**config.mk**
```make
export PLATFORM = sky130hd
export DESIGN_NAME = digit_display_ctrl
export DESIGN_NICKNAME = d
export VERILOG_FILES = /design/src/rtl/digit_display_ctrl.sv
export SDC_FILE = /design/constraint.sdc
export NUM_CORES = 1
export LEC_CHECK = 0
export BUFFER_PORTS_ARGS = -buffer_cell sky130_fd_sc_hd__buf_4
export CORE_MARGIN = 1.5
export CORE_UTILIZATION = 25
export DETAILED_ROUTE_END_ITERATION = 10
export PLACE_DENSITY = 0.49
export SYNTH_ARGS = -nofsm -noshare
export SYNTH_HDL_FRONTEND = slang
export SYNTH_SLANG_ARGS = --single-unit
```
**constraint.sdc**
```tcl
create_clock -name clk -period 1.83 [get_ports clk]
set_clock_uncertainty 0.1 [all_clocks]
set_input_delay 0.366 -clock clk [delete_from_list [all_inputs] [get_ports clk]]
set_output_delay 0.366 -clock clk [all_outputs]
set_load 0.005 [all_outputs]
```
**src/rtl/digit_display_ctrl.sv**
```systemverilog
// digit_display_ctrl: double-buffered 8-digit overlay with host write handshake
// and a two-stage font-ROM render pipeline driven by the VGA pixel strobe.
module digit_display_ctrl #(
    parameter int X0 = 64,
    parameter int Y0 = 208
) (
    input  logic       clk,
    input  logic       reset,
    input  logic       pix_en,
    input  logic [9:0] x,
    input  logic [8:0] y,
    input  logic       valid,
    input  logic       frame_end,
    input  logic       wr_req,
    input  logic [2:0] wr_idx,
    input  logic [3:0] wr_digit,
    output logic       wr_ack,
    output logic [7:0] glyph_addr,
    input  logic [7:0] glyph_data,
    output logic       pixel_on,
    output logic       pixel_valid
);
    typedef enum logic [1:0] {IDLE, ACK, COMMIT} state_t;

    state_t          state;
    logic            dirty;
    logic [7:0][3:0] shadow;
    logic [7:0][3:0] active;

    logic [7:0] dx;
    logic [5:0] dy;
    logic       in_region;
    logic [2:0] idx;
    logic [2:0] col;
    logic [3:0] row;
    logic [2:0] col_q;
    logic       in_q;
    logic       blank_q;
    logic       valid_q;

    assign dx        = x[7:0] - 8'(X0);
    assign dy        = y[5:0] - 6'(Y0);
    assign idx       = dx[7:5];
    assign col       = dx[4:2];
    assign row       = dy[5:2];
    assign in_region = valid && int'(x) >= X0 && int'(x) < X0 + 256
                             && int'(y) >= Y0 && int'(y) < Y0 + 64;

    // A pending commit wins over a simultaneous write; the write is retried next IDLE cycle.
    always_ff @(posedge clk or negedge reset) begin
        if (!reset) begin
            state  <= IDLE;
            dirty  <= 1'b0;
            wr_ack <= 1'b0;
            shadow <= {8{4'hF}};
            active <= {8{4'hF}};
        end else begin
            case (state)
                IDLE: begin
                    if (frame_end && dirty) begin
                        state <= COMMIT;
                    end else if (wr_req) begin
                        shadow[wr_idx] <= wr_digit;
                        dirty          <= 1'b1;
                        wr_ack         <= 1'b1;
                        state          <= ACK;
                    end
                end
                ACK: begin
                    wr_ack <= 1'b0;
                    state  <= IDLE;
                end
                COMMIT: begin
                    active <= shadow;
                    dirty  <= 1'b0;
                    state  <= IDLE;
                end
                default: state <= IDLE;
            endcase
        end
    end

    // Stage 1 consumes glyph_data fetched for the address stage 0 issued on the previous strobe.
    always_ff @(posedge clk or negedge reset) begin
        if (!reset) begin
            glyph_addr  <= '0;
            col_q       <= '0;
            in_q        <= 1'b0;
            blank_q     <= 1'b0;
            valid_q     <= 1'b0;
            pixel_on    <= 1'b0;
            pixel_valid <= 1'b0;
        end else if (pix_en) begin
            glyph_addr  <= {active[idx], row};
            col_q       <= col;
            in_q        <= in_region;
            blank_q     <= active[idx] > 4'd9;
            valid_q     <= valid;
            pixel_on    <= in_q && !blank_q && glyph_data[3'd7 - col_q];
            pixel_valid <= valid_q;
        end
    end
endmodule

```
==> flow_summary_export.csv <==
group,metric,value,unit
layout,regArea,2180,sq um
floorplan,die_w,124,um
layout,n_antenna_cell,0,
pwr,leakage,2.00,nW
setup_path,path_class,"flip-flop to flip-flop",
sta,slew_violations,0,
clock_tree,cts_sinks,84,
sta,finalCritPeriodShare,103,%
pwr,internal-power,5.24,mW
clock_tree,cts_buffer_depth,2,
clock_tree,cts-root-buf,"clkbuf_16",
clock_tree,cts_tree,"done",
pwr,power_frac_clock,24.3,%
clock_tree,worstSkewPairLatency,330,ps
logic_synthesis,synth_edf_count,0,
logic_synthesis,synthesis.instances,240,
detailed_routing,num_vias,2204,
detailed_routing,drt_iter0_markers,55,
sta,max_freq,0.529,GHz
detailed_routing,vias_per_cell,4.39,
logic_synthesis,ys_warn_count,0,
global_routing,first_global_vias,2415,
clock_tree,htreeDepth,3,
sta,rsz0062_at_grt,"yes",
floorplan,core,14500,sq um
placement,place_ws,-175,ps
detailed_routing,wl_per_cell,15.6,um
layout,fin_util,33.0,%
logic_synthesis,synthesis.nets,283,
global_routing,antenna_found_initial,0,
hold_path,hp-class,"primary input to flip-flop",
logic_synthesis,ys_seq_elements,84,
logic_synthesis,syn_avg_cell_area,15.4,sq um
global_routing,grt_overflow_total,0,
logic_synthesis,ys_types,35,
run,maxCapViolations,0,
sta,setup_viol,8,
pwr,swShare,24.6,%
pwr,combPwrFrac,25.2,%
pwr,powerDensity,1450,nW/um^2
global_routing,grt_pass1_wl,13400,um
pwr,vdd_ir_drop_max,0.611,mV
outcome,violations,"setup timing",
floorplan,die_y,124,um
placement,hpwl,5620,um
floorplan,rows,44,
placement,dp_cells,484,
clock_tree,path_clk_slew,60,ps
detailed_routing,drt_wl_total,7840,um
sta,max_slew_margin,73.8,%
logic_synthesis,synth-async-reset-ratio,100,%
hold_path,min-delay-start,"y[4]",
logic_synthesis,synthesis.area,3690,sq um
setup_path,reg2reg_from,"dirty",
clock_tree,numCtsBuffers,9,
sta,worst_slack,-58.9,ps
setup_path,crit_required,1990,ps
global_routing,grt_max_degree,35,
layout,drive_gt1_share,74.5,%
sta,worst_pin_slew,383,ps
pwr,seq_power_share,50.5,%
pwr,p_switching,1.70,mW
setup_path,startpoint,"dirty",
detailed_routing,drtPass1Iterations,4,
logic_synthesis,yosysSeqAreaShare,59.1,%
placement,place.port_buffers,50,
layout,multi_input_area,1460,sq um
outcome,status,"complete, but fails checks",
detailed_routing,postRouteAntennaNets,0,
sta,tns,-392,ps
detailed_routing,drc,0,
setup_path,start_kind,"flip-flop",
floorplan,start_util,25.5,%
setup_path,crit_fanout,4,
pwr,design_power_total,6.94,mW
sta,period_minus_slack,1890,ps
placement,globalplace.congestion,0.714,
floorplan,die_area,15500,sq um
layout,syn_to_final_growth,29.5,%
setup_path,arrival,2050,ps
layout,layout.nets,356,
layout,finalNonFillerCells,502,
layout,n_fill_cell,1474,
floorplan,ioPinCount,51,
layout,final_cell_mix,"69 x mux2_2, 64 x dfstp_2, 63 x buf_4",
sta,final_hold_viol_count,0,
logic_synthesis,ys.flop_type,"dfstp_2",
global_routing,grt_usage,11.0,%
layout,final_common_cell,"mux2_2",
setup_path,cp-end-kind,"flip-flop",
## power groups by stage
stage	combinational, mW	clock (mW)	sequential [mW]
final	1.75	1.69	3.50
after global routing	1.92	1.84	3.63
after CTS	1.75	1.76	3.52
after detailed placement	1.74	0	3.55
after global placement	1.70	0	3.52
after floorplan	1.21	0	3.38
## flip-flops by register name, indices dropped and copies added, names as in the netlist, 2 cells and up
| name | cells |
|---|---|
| shadow | 32 |
| active | 32 |
| glyph_addr | 8 |
| col_q | 3 |
| state | 2 |
## critical path, cell delays in order (launching register included)
cell,delay [ps]
dfrtp_1,380
a21bo_2,200
or4_4,470
nor3b_4,290
mux2_2,370
## stage by stage
step	hold WS [ps]	cell area [sq um]
finish	141	4780
global route	155	4780
CTS	126	4740
detailed placement	202	4450
global placement	197	4450
floorplan	-29.6	3690
## area by class of cell
cell class,count,area share (%)
flip-flops and latches,84,45.7
multi-input cells,138,30.6
repair buffers,70,12.3
clock buffers,12,5.39
well taps,184,4.82
inverters,10,0.785
clock inverters,4,0.471
## cells in the mapped netlist (3+ instances only)
| cell | n | area (sq um) |
|---|---|---|
| mux2_2 | 71 | 800 |
| o21ai_0 | 3 | 15.0 |
| mux2i_1 | 7 | 70.1 |
| dfrtp_1 | 20 | 500 |
| a21oi_1 | 4 | 20.0 |
| dfstp_2 | 64 | 1680 |
| ha_1 | 3 | 37.5 |
| clkbuf_1 | 3 | 11.3 |
| nor2_1 | 8 | 30.0 |
| inv_1 | 10 | 37.5 |
| nand3_1 | 3 | 15.0 |
| nand2_1 | 5 | 18.8 |
| buf_2 | 4 | 20.0 |
| mux4_2 | 9 | 203 |
## final timing paths
kind	endpoint	cells after the start	slack, ps
max	shadow[8]	4	-60
min	glyph_addr[2]	2	140
max reg2reg	shadow[8]	4	-60
min reg2reg	pixel_on	1	380
max in group asynchronous	active[19]	3	650
min in group asynchronous	glyph_addr[4]	2	410
## logic make-up (layout without fill, tap and decap cells)
family	Yosys count	count (layout)	synth area share (%)
AOI/OAI and AO/OA	17	17	3.15
buffers and inverters	18	96	1.97
and+or+nand+nor	31	31	5.66
DFF	84	84	59.1
adders and majority gates	3	3	1.02
muxes	87	87	29.1
## per-layer routing
metal / global-route usage, % / wire (um)
met2: 16.7 / 3560
met5: 0 / 0
met3: 4.08 / 432
met1: 14.9 / 3760
met4: 2.64 / 88
## timing repair
item	CTS	global route
hold buffers	1	0
gates resized for setup	0	7
endpoints found under the setup margin	8	28
hold endpoints to repair	1	0
setup buffers	0	1
pin swaps	0	0
Power figures use the tool's default switching activity.
